File: src/rtl/pong_pkg.sv
// pong_pkg: shared FSM encodings and playfield geometry for the pong blocks.
package pong_pkg;
  typedef enum logic [1:0] {SERVE, PLAY, LOST} state_t;
  localparam int SCREEN_WIDTH = 640;
  localparam int SCREEN_HEIGHT = 480;
  localparam int PADDLE_WIDTH = 64;
  localparam int PADDLE_Y = 440;
  localparam int BALL_SIZE = 8;
  localparam logic [22:0] SPEED_DIV = 23'd1_666_666;
endpackage

File: src/rtl/tick_divider.sv
// tick_divider: free-running 0..TC counter with enable and sync clear; tick on terminal count.
module tick_divider #(
  parameter int W = 23,
  parameter logic [W-1:0] TC = '1
) (
  input  logic clk,
  input  logic rst,
  input  logic en,
  input  logic clr,
  output logic tick
);
  logic [W-1:0] div;
  assign tick = en && div == TC;
  always_ff @(posedge clk or posedge rst)
    if (rst) div <= '0;
    else div <= clr ? '0 : tick ? '0 : en ? div + 1'b1 : div;
endmodule

File: src/rtl/ball_physics.sv
// ball_physics: ball motion, wall/paddle reflection, loss detection and hit counting.
module ball_physics import pong_pkg::*; #(
  parameter int SCREEN_WIDTH = pong_pkg::SCREEN_WIDTH,
  parameter int SCREEN_HEIGHT = pong_pkg::SCREEN_HEIGHT,
  parameter int BALL_SIZE = pong_pkg::BALL_SIZE,
  parameter int PADDLE_WIDTH = pong_pkg::PADDLE_WIDTH,
  parameter int SPEED = 2,
  parameter logic [22:0] SPEED_DIV = pong_pkg::SPEED_DIV,
  parameter int START_X = 316,
  parameter int START_Y = 236,
  parameter bit START_DX_RIGHT = 1'b1,
  parameter bit START_DY_DOWN = 1'b0
) (
  input  logic        clk,
  input  logic        rst,
  input  logic        start,
  input  logic [15:0] paddle_x,
  input  logic [15:0] paddle_y,
  output logic [15:0] ball_x,
  output logic [15:0] ball_y,
  output logic        lose,
  output logic [7:0]  hit_count,
  output logic        bounce
);
  localparam logic [16:0] SW = 17'(SCREEN_WIDTH), SH = 17'(SCREEN_HEIGHT);
  localparam logic [16:0] BS = 17'(BALL_SIZE), SP = 17'(SPEED), PW = 17'(PADDLE_WIDTH);
  localparam logic [15:0] SX = 16'(START_X), SY = 16'(START_Y);
  state_t state, next_state;
  logic dx, dy, tick, en, clr;
  logic [16:0] x, y, px, py;
  logic hx_r, hx_l, hit, floor_hit, top_hit, side, vref, lost_now;
  logic [15:0] nx, ny;
  tick_divider #(.W(23), .TC(SPEED_DIV)) u_div (
    .clk(clk), .rst(rst), .en(en), .clr(clr), .tick(tick)
  );
  always_ff @(posedge clk or posedge rst)
    if (rst) state <= SERVE;
    else state <= next_state;
  always_comb begin
    next_state = state;
    if (state == SERVE && start) next_state = PLAY;
    else if (state == PLAY && tick && lost_now) next_state = LOST;
    else if (state == LOST && start) next_state = SERVE;
  end
  always_comb begin
    en = state == PLAY;
    clr = state == SERVE;
  end
  // 17-bit sums keep edge tests free of 16-bit wraparound
  always_comb begin
    x = {1'b0, ball_x};
    y = {1'b0, ball_y};
    px = {1'b0, paddle_x};
    py = {1'b0, paddle_y};
    hx_r = x + BS + SP >= SW;
    hx_l = x <= SP;
    hit = (y + BS <= py) && (y + BS + SP >= py) && (x + BS > px) && (x < px + PW);
    floor_hit = !hit && (y + BS + SP >= SH);
    top_hit = y <= SP;
    side = dx ? hx_r : hx_l;
    vref = dy ? hit : top_hit;
    lost_now = dy && floor_hit;
    nx = dx ? (hx_r ? 16'(SW - BS) : 16'(x + SP)) : (hx_l ? 16'd0 : 16'(x - SP));
    ny = dy ? (hit ? 16'(py - BS) : floor_hit ? 16'(SH - BS) : 16'(y + SP))
            : (top_hit ? 16'd0 : 16'(y - SP));
  end
  always_ff @(posedge clk or posedge rst)
    if (rst) begin
      ball_x <= SX;
      ball_y <= SY;
      dx <= START_DX_RIGHT;
      dy <= START_DY_DOWN;
      lose <= 1'b0;
      hit_count <= 8'd0;
      bounce <= 1'b0;
    end else begin
      lose <= next_state == LOST;
      bounce <= 1'b0;
      if (state == LOST && start) begin
        ball_x <= SX;
        ball_y <= SY;
        dx <= START_DX_RIGHT;
        dy <= START_DY_DOWN;
        hit_count <= 8'd0;
      end else if (tick) begin
        ball_x <= nx;
        ball_y <= ny;
        dx <= dx ^ side;
        dy <= dy ^ vref;
        if (dy && hit && hit_count != 8'hFF) hit_count <= hit_count + 8'd1;
        bounce <= (side || vref) && !lost_now;
      end
    end
endmodule

File: config.mk
export PLATFORM = sky130hd
export DESIGN_NAME = ball_physics
export DESIGN_NICKNAME = d
export VERILOG_FILES = /design/src/rtl/pong_pkg.sv /design/src/rtl/tick_divider.sv /design/src/rtl/ball_physics.sv
export SDC_FILE = /design/constraint.sdc
export NUM_CORES = 1
export LEC_CHECK = 0
export BUFFER_PORTS_ARGS = -buffer_cell sky130_fd_sc_hd__buf_4
export CELL_PAD_IN_SITES_DETAIL_PLACEMENT = 1
export CELL_PAD_IN_SITES_GLOBAL_PLACEMENT = 2
export CORE_UTILIZATION = 38
export DETAILED_ROUTE_END_ITERATION = 6
export PLACE_DENSITY = 0.86
export SYNTH_ARGS = -nofsm -noshare
export SYNTH_HDL_FRONTEND = slang
export SYNTH_SLANG_ARGS = --single-unit
File: constraint.sdc
create_clock -name clk -period 6.1 [get_ports clk]
set_input_delay 1.83 -clock clk [delete_from_list [all_inputs] [get_ports clk]]
set_output_delay 1.83 -clock clk [all_outputs]
set_load 0.02 [all_outputs]
## Yosys cells after proc, flatten, opt, wreduce, memory -nomap -nowiden

Index checks and enable logic that the tools add are counted.

| word-level totals | value |
|---|---|
| bits in registers | 69 |
| input bits | 35 |

| cells by class | value |
|---|---|
| add/sub/neg operators | 12 |
| $lt $le $gt $ge | 8 |
| eq/ne operators | 5 |
| muxes and demuxes | 28 |
| bitwise operators | 2 |
| reduce and logical (&&, ||, !) cells | 21 |

Operators with widths:

| operator | number |
|---|---|
| $mux W16 | 11 |
| $mux W23 | 3 |
| $add A16 B4 Y17 const B | 2 |
| $add A17 B2 Y17 const B | 2 |
| $add A16 B2 Y16 const B | 2 |
| $le A16 B2 Y1 const B | 2 |
| $sub A16 B2 Y16 const B | 2 |
| $mux W8 | 3 |
| $add A23 B1 Y23 const B | 1 |
| $eq A23 B21 Y1 const B | 1 |
| $add A16 B7 Y17 const B | 1 |
| $ge A17 B10 Y1 const B | 1 |
| $ge A17 B16 Y1 | 1 |
| $ge A17 B9 Y1 const B | 1 |
| $gt A17 B16 Y1 | 1 |
| $le A17 B16 Y1 | 1 |
| $lt A16 B17 Y1 | 1 |
| $sub A16 B4 Y16 const B | 1 |
| $logic_and A1 B1 Y1 | 13 |
| $add A8 B1 Y8 const B | 1 |
| $mux W1 | 8 |
| $ne A8 B8 Y1 const B | 1 |
| $mux W2 | 3 |
| $eq A2 B2 Y1 const B | 2 |
| other kinds (8) | 11 |

## Depth between registers and ports, before layout

| depth | value |
|---|---|
| word-level depth | 13 |
| gate-level depth with buffers | 21 |
| mapped depth without buffers | 17 |

## Hierarchy

A second synthesis with hierarchy kept.

| second synthesis, totals | value |
|---|---|
| cells, all modules | 991 |
| area, all modules | 7780.0 sq um |

By module, submodules not included:

| module | instances | cells an instance | area each (sq um) |
|---|---|---|---|
| ball_physics | 1 | 834 | 6356.1 |
| tick_divider | 1 | 157 | 1423.9 |

## Worst setup path after synthesis

OpenSTA, ideal clock, no wires.

| timing path | value |
|---|---|
| path type | in2reg |
| start point | input paddle_x[9] |
| end point | register hit_count[3] |
| arrival | 4.655 ns |
| data required time | 6.022 ns |
| path slack | 1.367 ns |
| stages | 13 |
| path through | inv_1 > nor3_1 > and3_1 > nand3_1 > xnor2_1 > ha_1 > a2111oi_0 > nand2_1 > o211a_1 > nor4_2 > nand4_1 > or3_1 > a21oi_1 |

| between the ends | value |
|---|---|
| word-level cells in the longest chain between the ends | 7 |
| elaborated cells between the ends (all ways) | 9 |
| classes of those cells | add/sub: 1; order compare: 2; reduce/logical: 6 |

RTL lines:

| what | RTL line | RTL |
|---|---|---|
| start: declaration | ball_physics.sv:17 | `input logic [15:0] paddle_x,` |
| $add A16 B7 Y17 / $gt A17 B16 Y1 (equally long branches) | ball_physics.sv:57 | `hit = (y + BS <= py) && (y + BS + SP >= py) && (x + BS > px) && (x < px + PW);` |
| $lt A16 B17 Y1 / $logic_and A1 B1 Y1 (equally long branches) | ball_physics.sv:57 |  |
| $logic_and A1 B1 Y1 * | ball_physics.sv:57 |  |
| $logic_and A1 B1 Y1 * (2 in a row) | ball_physics.sv:90 | `if (dy && hit && hit_count != 8'hFF) hit_count <= hit_count + 8'd1;` |
| $reduce_bool A2 Y1 (no source line) * | - |  |
| $reduce_and A2 Y1 (no source line) * | - |  |
| end signal: assignment | ball_physics.sv:90 |  |
| end: declaration | ball_physics.sv:22 | `output logic [7:0] hit_count,` |

Every way passes the cells marked *; elsewhere a longest branch is shown, timed or not.
A chain may end at the register's enable or synchronous reset.

## Final worst setup path

| timing path | value |
|---|---|
| start point | register ball_y[3] |
| end point | register hit_count[4] |

| between the ends | value |
|---|---|
| word-level cells in the longest chain between the ends | 10 |
| elaborated cells between the ends (all ways) | 11 |
| classes of those cells | add/sub: 2; order compare: 2; reduce/logical: 7 |

RTL lines:

| what | RTL line | RTL |
|---|---|---|
| start: declaration | ball_physics.sv:20 | `output logic [15:0] ball_y,` |
| start signal: assignment | ball_physics.sv:87 | `ball_y <= ny;` |
| $add A16 B4 Y17 * | ball_physics.sv:57 |  |
| $add A17 B2 Y17 | ball_physics.sv:57 |  |
| $ge A17 B16 Y1 | ball_physics.sv:57 |  |
| $logic_and A1 B1 Y1 * (3 in a row) | ball_physics.sv:57 |  |
| $logic_and A1 B1 Y1 * (2 in a row) | ball_physics.sv:90 |  |
| $reduce_bool A2 Y1 (no source line) * | - |  |
| $reduce_and A2 Y1 (no source line) * | - |  |

Marked as above.

==> impl_metrics.yaml <==
min_path:
  hp-class: "flop to flop"
timing:
  period_share_pct: 80.5
  finClkSkew_ns: 0.0132
  final.setup.worst_slack_ns: 1.19
  setup_tns_ns: 0
  hold_slack_ns: 0.509
  clock.fmax_mhz: 204
  worst_pin_slew_ns: 0.991
  finalHoldViolCount: 0
  rsz0062_at_grt: "false"
  setup_viol: 0
  drv_slew: 0
  fin_crit_ns: 4.91
  slew_headroom_pct: 33.9
pwr:
  leakagePower_nw: 3.75
  powerDensity_mw_per_mm2: 146
  vdd_drop_max_mv: 0.128
  power.total_mw: 1.23
synthesis:
  synth_fp_nets: 1075
  synthesis.area_mm2: 0.00733
  yosysUniqueCellTypes: 75
  synth.area.top_cells: "dfrtp_1, ha_1, o21ai_0, xnor2_1, nand2_1"
  synth_warnings: 0
  seq_area_frac_synth_pct: 23.4
  synth_cells: 963
  synth_async_sr_flop_share_pct: 100
  netlist.top_cell.by_area: "dfrtp_1"
  syn_avg_cell_area_um2: 7.61
  synth_seq_cells: 68
  synth-edff-count: 0
  yosysTopAreaCellShare_pct: 19.5
  ys.flop_type: "dfrtp_1"
worst_setup_path:
  critPathMaxFanout: 22
  crit_type: "flop to flop"
  max_stage_delay_ns: 0.77
  crit_chain: "ha_1 > nand2_1 > or3_1 > xor2_1 > clkinv_1 > ha_1 > nand2_1 > nor3_1 > a2111oi_0 > o21ai_0 > o21a_1 > nor4_2 > buf_4 > nand3_1 > or4_1 > a21oi_1"
  cp-start-kind: "flop"
  r2r-end: "hit_count[4]"
  required_ns: 6.37
  arrival_ns: 5.18
  critPathBufInv: 2
  worstSetupEndpointType: "flop"
  path_delay_family: "simple AND/OR/NAND/NOR gates"
  crit_end: "hit_count[4]"
  crit_slowest_cell: "dfstp_2"
  r2r-start: "ball_y[3]"
  crit_start: "ball_y[3]"
  rrSetupSlack_ns: 1.19
  rr_worst_depth: 16
  crit_cells: 16
global_route:
  grt_max_degree: 46
  grt.overflow.total: 0
  grt_pass1_wl_um: 37700
  track_usage_pct: 23.8
  grt_pass1_vias: 7017
  antenna_found_initial: 0
finish:
  multiInputGateArea_mm2: 0.00513
  area_growth_pct: 14.6
  nFillCells: 2344
  drive_above_1_share_pct: 12.7
  final_common_cell: "nand2_1"
  seq_area_mm2: 0.00172
  fin_nets: 1120
  final_cell_mix: "nand2_1, o21ai_0, buf_4"
  diodes: 0
die:
  fp.dieW_um: 141
  dieArea_mm2: 0.0198
  top_level_ports: 77
  initial_core_util_pct: 38.9
  core_mm2: 0.0188
  placementRows: 50
  die_h_um: 141
drt:
  wl_met2_um: 10700
  route.vias.total: 7293
  routed.top_layer: "met4"
  avgRoutedWirePerCell_um: 18.1
  initialDrtViolationCount: 460
  remaining_drc_errors: 0
  vias_per_cell: 5.73
  wl_met3_um: 911
  finalWirelength_um: 23100
  ant_nets: 0
  wl_met1_um: 11100
  dr.pass1.iters: 5
clock_tree:
  cts_setup_buffers: 0
  cts_resized: 0
  clock_latency_ns: 0.35
  root_buffer: "clkbuf_16"
  postCtsHoldBufs: 0
  cts_tree: "done"
  cts_num_sinks: 68
  cts_buffers: 9
  path_clk_slew_ns: 0.06
  clock_tree.htree_level_count: 3
  cts_buffer_depth: 2
placed_design:
  gp_congestion: 0.856
  dp_slack_ns: 0.967
  dp_hpwl_um: 17800
  numPortBuffers: 75
status:
  status: "finished clean"
flow_run:
  maxCapViolCount: 0
==> routing by layer <==
layer	vias up	global-route usage (%)
li1	3562	-
met1	3588	33.2
met2	124	38.6
met3	19	3.84
met4	0	5.21
met5	-	0
==> worst reg2reg max path, stage by stage, from the launching register on <==
cell	delay, ns
dfstp_2	0.77
ha_1	0.43
nand2_1	0.14
or3_1	0.34
xor2_1	0.32
clkinv_1	0.20
ha_1	0.30
nand2_1	0.09
nor3_1	0.05
a2111oi_0	0.48
o21ai_0	0.18
o21a_1	0.19
nor4_2	0.23
buf_4	0.22
nand3_1	0.17
or4_1	0.59
a21oi_1	0.16
==> where the power goes <==
| part | internal [mW] | switching [mW] | total, mW | leakage (nW) |
|---|---|---|---|---|
| registers | 0.467 | 0.0212 | 0.488 | 0.827 |
| clock network | 0.382 | 0.208 | 0.589 | 0.166 |
| logic | 0.0653 | 0.0878 | 0.153 | 2.75 |
==> metrics by stage <==
| stage | instance area, um^2 | util, % | cells |
|---|---|---|---|
| 2_1_floorplan | 7330 | - | 963 |
| 3_3_place_gp | 8070 | 42.8 | 1257 |
| 3_5_place_dp | 8070 | 42.8 | 1257 |
| 4_1_cts | 8400 | 44.6 | 1273 |
| 5_1_grt | 8400 | 44.6 | 1273 |
| 6_report | 8400 | 44.6 | 1273 |
==> cell usage after synthesis (3+ instances only) <==
master,count
a221oi_1,3
nor2_1,66
o2111ai_1,3
nor4_1,7
a31o_2,3
o21a_1,4
and2_1,7
o21ai_0,87
a21oi_1,62
nor3b_1,4
inv_1,69
nand4_1,17
ha_1,77
buf_4,6
o22ai_1,5
a221o_1,3
nand2_1,88
a31oi_1,11
clkbuf_1,38
nor4b_1,4
nand3b_1,3
dfrtp_1,57
mux2i_1,5
nor2b_1,8
a21o_1,11
xor2_1,22
o211a_1,4
nor3_1,33
nand2b_1,9
or2_2,3
and4_1,5
o31ai_1,9
o21bai_1,3
dfstp_2,11
a2111oi_0,4
or4_1,6
a211oi_1,6
buf_2,6
nand3_1,59
and3_1,19
a22o_1,3
xnor2_1,49
a41oi_1,3
or3_1,14
o211ai_1,6
==> final cells by class <==
type,instances,area share [%]
Multi-Input combinational cell,773,61.0
Tap cell,260,3.87
Clock buffer,11,3.01
Timing Repair Buffer,84,7.50
Sequential cell,68,20.4
Inverter,72,3.22
Clock inverter,5,0.983
==> worst min-delay path by stage <==
stage / cells after the start / slack, ns / end / start
final: 1 / 0.51 / u_div.div[20] / u_div.div[20]
after detailed placement: 1 / 0.49 / u_div.div[22] / u_div.div[22]
after CTS: 1 / 0.50 / u_div.div[22] / u_div.div[22]
after global routing: 1 / 0.54 / u_div.div[22] / u_div.div[22]
after floorplan: 1 / 0.45 / u_div.div[22] / u_div.div[22]
after global placement: 1 / 0.48 / u_div.div[22] / u_div.div[22]
==> flip-flops by register name (all words and copies together), names as in the netlist <==
| name | flops |
|---|---|
| hit_count | 8 |
| lose | 1 |
| dx | 1 |
| ball_x | 15 |
| u_div.div | 23 |
| ball_y | 16 |
| bounce | 1 |
| dy | 1 |
| state | 2 |
==> logic make-up after synthesis <==
| group | synth area share, % |
|---|---|
| and+or+nand+nor | 25.3 |
| muxes | 0.836 |
| DFF | 23.4 |
| buffers and inverters | 6.66 |
| other | 0.0512 |
| AOI/OAI and AO/OA | 21.9 |
| xor gates and xnor gates | 8.71 |
| adders and majority gates | 13.1 |
(Power assumes the default switching activity.)
